## src/rtl/hyperbus_trx_arbiter.sv

```systemverilog
// HyperBus transaction arbiter: round-robin grant of NumReq requesters onto
// one PHY transaction channel with chip decode, CS-high gap and watchdog.
module hyperbus_trx_arbiter #(
   parameter int NumReq        = 2,
   parameter int NumChips      = 2,
   parameter int AddrWidth     = 32,
   parameter int LenWidth      = 16,
   parameter int ChipAddrBits  = 23,
   parameter int GapWidth      = 4,
   parameter int TimeoutCycles = 4096,
   localparam int IdWidth      = (NumReq > 1) ? $clog2(NumReq) : 1
) (
   input  logic                                clk_i,
   input  logic                                rst_i,
   input  logic [NumReq-1:0]                   req_valid_i,
   output logic [NumReq-1:0]                   req_ready_o,
   input  logic [NumReq-1:0][AddrWidth-1:0]    req_addr_i,
   input  logic [NumReq-1:0]                   req_write_i,
   input  logic [NumReq-1:0][LenWidth-1:0]     req_len_i,
   output logic                                trx_valid_o,
   input  logic                                trx_ready_i,
   output logic [AddrWidth-1:0]                trx_addr_o,
   output logic                                trx_write_o,
   output logic [LenWidth-1:0]                 trx_len_o,
   output logic [NumChips-1:0]                 trx_cs_o,
   output logic [IdWidth-1:0]                  trx_id_o,
   input  logic                                trx_done_i,
   input  logic [GapWidth-1:0]                 cs_gap_i,
   output logic                                busy_o,
   output logic                                timeout_o,
   output logic                                decerr_o,
   output logic [IdWidth-1:0]                  err_id_o
);

   // One extra index bit so addresses just past the last chip are caught.
   localparam int ChipIdxW = $clog2(NumChips) + 1;
   localparam int WdWidth  = (TimeoutCycles > 1) ? $clog2(TimeoutCycles) : 1;
   localparam int WdLimit  = (TimeoutCycles > 0) ? TimeoutCycles - 1 : 0;
   localparam bit WdEnable = (TimeoutCycles > 0);

   typedef enum logic [1:0] {
      IDLE,
      ISSUE,
      WAIT_DONE,
      GAP
   } state_t;

   state_t               state_q;
   logic [IdWidth-1:0]   rr_q;
   logic [IdWidth-1:0]   win;
   logic [IdWidth-1:0]   rr_next;
   logic                 found;
   logic [ChipIdxW-1:0]  chip_idx;
   logic                 dec_ok;
   logic [NumChips-1:0]  win_cs;
   logic [WdWidth-1:0]   wd_q;
   logic [GapWidth-1:0]  gap_q;
   logic                 expire;

   // Round-robin search: first valid requester at or above the pointer.
   always_comb begin
      int s;
      logic [IdWidth-1:0] cand;
      s     = 0;
      cand  = '0;
      found = 1'b0;
      win   = '0;
      for (int k = 0; k < NumReq; k++) begin
         s = int'(rr_q) + k;
         if (s >= NumReq) s = s - NumReq;
         cand = IdWidth'(s);
         if (!found && req_valid_i[cand]) begin
            found = 1'b1;
            win   = cand;
         end
      end
   end

   assign rr_next  = (win == IdWidth'(NumReq - 1)) ? '0 : win + IdWidth'(1);
   assign chip_idx = req_addr_i[win][ChipAddrBits +: ChipIdxW];
   assign dec_ok   = int'(chip_idx) < NumChips;
   assign win_cs   = NumChips'(1) << chip_idx;
   assign expire   = WdEnable && (wd_q == WdWidth'(WdLimit));

   // Acknowledge the winner in the same cycle; silent while in reset.
   always_comb begin
      req_ready_o = '0;
      if (!rst_i && state_q == IDLE && found) req_ready_o[win] = 1'b1;
   end

   // Transaction FSM with all PHY-facing outputs registered.
   always_ff @(posedge clk_i or posedge rst_i) begin
      if (rst_i) begin
         state_q     <= IDLE;
         rr_q        <= '0;
         wd_q        <= '0;
         gap_q       <= '0;
         trx_valid_o <= 1'b0;
         trx_addr_o  <= '0;
         trx_write_o <= 1'b0;
         trx_len_o   <= '0;
         trx_cs_o    <= '0;
         trx_id_o    <= '0;
         busy_o      <= 1'b0;
         timeout_o   <= 1'b0;
         decerr_o    <= 1'b0;
         err_id_o    <= '0;
      end else begin
         timeout_o <= 1'b0;
         decerr_o  <= 1'b0;
         unique case (state_q)
            IDLE: begin
               if (found) begin
                  rr_q <= rr_next;
                  if (dec_ok) begin
                     trx_addr_o  <= req_addr_i[win];
                     trx_write_o <= req_write_i[win];
                     trx_len_o   <= req_len_i[win];
                     trx_cs_o    <= win_cs;
                     trx_id_o    <= win;
                     trx_valid_o <= 1'b1;
                     busy_o      <= 1'b1;
                     state_q     <= ISSUE;
                  end else begin
                     // Acknowledged but dropped: report and stay idle.
                     decerr_o <= 1'b1;
                     err_id_o <= win;
                  end
               end
            end
            ISSUE: begin
               if (trx_ready_i) begin
                  trx_valid_o <= 1'b0;
                  wd_q        <= '0;
                  state_q     <= WAIT_DONE;
               end
            end
            WAIT_DONE: begin
               if (trx_done_i || expire) begin
                  // A real completion in the expiry cycle is not a timeout.
                  if (!trx_done_i) begin
                     timeout_o <= 1'b1;
                     err_id_o  <= trx_id_o;
                  end
                  if (cs_gap_i == '0) begin
                     busy_o  <= 1'b0;
                     state_q <= IDLE;
                  end else begin
                     gap_q   <= cs_gap_i;
                     state_q <= GAP;
                  end
               end else begin
                  wd_q <= wd_q + WdWidth'(1);
               end
            end
            GAP: begin
               if (gap_q <= GapWidth'(1)) begin
                  busy_o  <= 1'b0;
                  state_q <= IDLE;
               end else begin
                  gap_q <= gap_q - GapWidth'(1);
               end
            end
            default: state_q <= IDLE;
         endcase
      end
   end

endmodule
```

## config.mk

```make
export PLATFORM = sky130hd
export DESIGN_NAME = hyperbus_trx_arbiter
export DESIGN_NICKNAME = d
export VERILOG_FILES = /design/src/rtl/hyperbus_trx_arbiter.sv
export SDC_FILE = /design/constraint.sdc
export NUM_CORES = 1
export LEC_CHECK = 0
export ABC_AREA = 0
export CAP_MARGIN = 10
export CORE_MARGIN = 2
export CORE_UTILIZATION = 43
export CTS_BUF_LIST = sky130_fd_sc_hd__clkbuf_4 sky130_fd_sc_hd__clkbuf_8
export DETAILED_ROUTE_END_ITERATION = 12
export GPL_ROUTABILITY_DRIVEN = 0
export MAX_ROUTING_LAYER = met4
export PLACE_DENSITY_LB_ADDON = 0.08
export SYNTH_ARGS = -nofsm -noshare
export SYNTH_HDL_FRONTEND = slang
export SYNTH_SLANG_ARGS = --single-unit
```

## constraint.sdc

```tcl
create_clock -name clk_i -period 3.23 [get_ports clk_i]
set_input_delay 0.323 -clock clk_i [delete_from_list [all_inputs] [get_ports clk_i]]
set_output_delay 0.323 -clock clk_i [all_outputs]
set_load 0.01 [all_outputs]
```

==> results_dict.tcl <==
set metrics [dict create \
    outcome "finished, final reports clean" \
    worstPathArrival_ns 2.54 \
    layout_common_cells "clkdlybuf4s50_1, nand2_1, dfrtp_1" \
    synth_area_leaders "dfrtp_1, nand2_1, a31oi_1" \
    synth_cell_types 40 \
    finalSetupViolations 0 \
    ys_ff_latch 76 \
    syn_to_final_growth_pct 53.38 \
    finalCritPeriodShare 0.8863 \
    grt_setup_unrepaired "no" \
    layout.nets 700 \
    hpwl_microns 7436 \
    die-area_sq_um 9286 \
    hold_viol 0 \
    tns_ns 0 \
    cts_sinks 76 \
    p_leak_nw 2.363 \
    synth_area_sq_um 3669 \
    viasPerCell 5.137 \
    antennaDiodeCount 0 \
    cts_buffers 9 \
    antenna_found_initial 0 \
    hp-start "rr_q$_DFFE_PP0P_" \
    ys_warn_count 0 \
    grt_overflow_total 0 \
    grt_max_degree 77 \
    cts_resized 0 \
    synth_fp_nets 543 \
    fin_crit_ns 2.863 \
    pin_count 167 \
    final_core_util 0.6814 \
    yosysTopAreaCell "dfrtp_1" \
    hp-class "flop to flop" \
    max_freq_mhz 349.3 \
    drt_first_iter_violations 173 \
    cts_root_buf "clkbuf_8" \
    slew_headroom 0.3686 \
    startpoint "state_q[0]$_DFFE_PP0P_" \
    coreArea_sq_um 8258 \
    avgRoutedWirePerCell_microns 14.50 \
    synth_area_per_cell_sq_um 8.492 \
    slew_viol_final 0 \
    synth_edf_count 0 \
    drc 0 \
    grt_pass1_vias 3133 \
    cts_buffer_depth 2 \
    row_count 33 \
    synthArstFlopShare 1.000 \
    clk_latency_ns 0.34 \
    synth_top_cell_area_share 0.5184 \
    final_common_cell "clkdlybuf4s50_1" \
    drtPass1Iterations 4 \
    synth_compound_area_frac 0.1596 \
    hold_buffers 0 \
    synth_fa_ha_area_frac 0.01023 \
    die_x_microns 96.37 \
    die_height_microns 96.37 \
    fin_hold_ws_ns 0.5031 \
    endpoint_kind "output port" \
    post_cts_buffers 0 \
    synth_top_family_by_area "simple AND/OR/NAND/NOR gates" \
    crit_path_start_kind "flop" \
    antenna_left 0 \
    worstReg2RegStart "state_q[0]$_DFFE_PP0P_" \
    worst_pin_slew_ns 0.9471 \
    ff_latch_area_sq_um 1902 \
    grt_pass1_wl_microns 14750 \
    muxShareOfSynthArea 0 \
    multiInputGateArea_sq_um 1627 \
    vias 3591 \
    fin_skew_ns 0.01018 \
    nFillCells 707 \
    crit_type "flop to output port" \
    port-buffer-count 166 \
    required_ns 2.91 \
    cts_tree "built" \
    drv_cap 0 \
    drive_above_1_share 0.04882 \
    drt-total-wl_microns 10140 \
    ys.flop_type "dfrtp_1" \
    syn_inst 432 \
    crit_path_max_fanout 13 \
    cts.clk_slew.worst_paths_ns 0.08 \
    synth_seq_area_share 0.5184 \
    htreeDepth 3 \
    initial_core_util 0.4442 \
    grtUsageTotal 0.2153 \
    synth_xor_area_frac 0.01910 \
    vdd_drop_max_uv 353.9 \
    synthSimpleGateAreaFrac 0.2500 \
    power_density_nw_per_um2 797.3 \
]
-- metrics by stage --
stage | setup WS [ns] | instance area [sq um] | power (mW) | std cells
detailed placement | 0.7227 | 5401 | 3.711 | 683
floorplan | 0.5797 | 3669 | 2.646 | 432
global placement | 0.7602 | 5401 | 3.654 | 683
CTS | 0.3395 | 5627 | 4.535 | 699
finish | 0.3672 | 5627 | 4.486 | 699
global route | 0.1546 | 5627 | 4.805 | 699
-- synthesized netlist by cell type (all sizes together) (2+ instances only) --
cell	count
nand2	111
dfrtp	76
nor2	65
a31oi	49
o21ai	14
a21oi	13
buf	13
clkbuf	13
nand3	12
inv	9
nand2b	5
nor3	4
xnor2	4
xor2	4
a211oi	3
and2	3
and3	3
and4	3
ha	3
nand4	3
a21o	2
nor2b	2
nor4	2
o21a	2
or4	2
-- registers in the layout (all words and copies together), names as in the netlist --
name         flops
trx_addr_o      32
trx_len_o       16
wd_q            12
gap_q            4
state_q          2
trx_cs_o         2
busy_o           1
decerr_o         1
err_id_o         1
rr_q             1
timeout_o        1
trx_id_o         1
trx_valid_o      1
trx_write_o      1
-- power by group --
group	switching [mW]	internal (mW)	leakage [nW]
combinational	0.981	1.09	1.35
clock	0.332	0.473	0.113
sequential	0.256	1.36	0.895
total	1.57	2.92	2.36
-- cell families (layout without fill, tap and decap cells) --
kind of cell	count (synthesis)	count (layout)
AOI/OAI and AO/OA	93	93
and+or+nand+nor	217	217
adders and majority gates	3	3
xor gates and xnor gates	8	8
buffers and inverters	35	197
DFF	76	76
-- per-layer routing --
layer  share of wire  vias to the layer above  global-route usage  wire length (microns)
met3           0.078                       11             0.05717                    789
met5               0                        -                   -                      0
met2            0.48                      134              0.3432                   4914
li1                -                     1788                   -                      -
met4           0.015                        0             0.07864                    157
met1            0.42                     1658              0.2645                   4276
-- area by class of cell --
class / count / area share
well taps: 105 / 0.02335
clock inverters: 4 / 0.01290
multi-input cells: 321 / 0.2891
clock buffers: 12 / 0.02713
flip-flops and latches: 76 / 0.3380
repair buffers: 172 / 0.3033
inverters: 9 / 0.006226
-- worst paths after layout --
kind | slack (ns) | to | cells past startpoint
max reg2reg | 0.74 | trx_cs_o[1]$_DFFE_PP0P_ | 6
min in group asynchronous | 0.64 | timeout_o$_DFF_PP0_ | 3
max | 0.37 | req_ready_o[0] | 4
min | 0.50 | rr_q$_DFFE_PP0P_ | 1
min reg2reg | 0.50 | rr_q$_DFFE_PP0P_ | 1
max in group asynchronous | 1.96 | trx_addr_o[12]$_DFFE_PP0P_ | 3
-- worst max-delay path, stage by stage, from the launching register on --
cell and delay (ns):
dfrtp_1 0.50, nor2_1 0.41, o21ai_0 0.39, nor3_1 0.30
clkdlybuf4s50_1 0.59
Note: power is estimated with default switching activity, not from simulation.
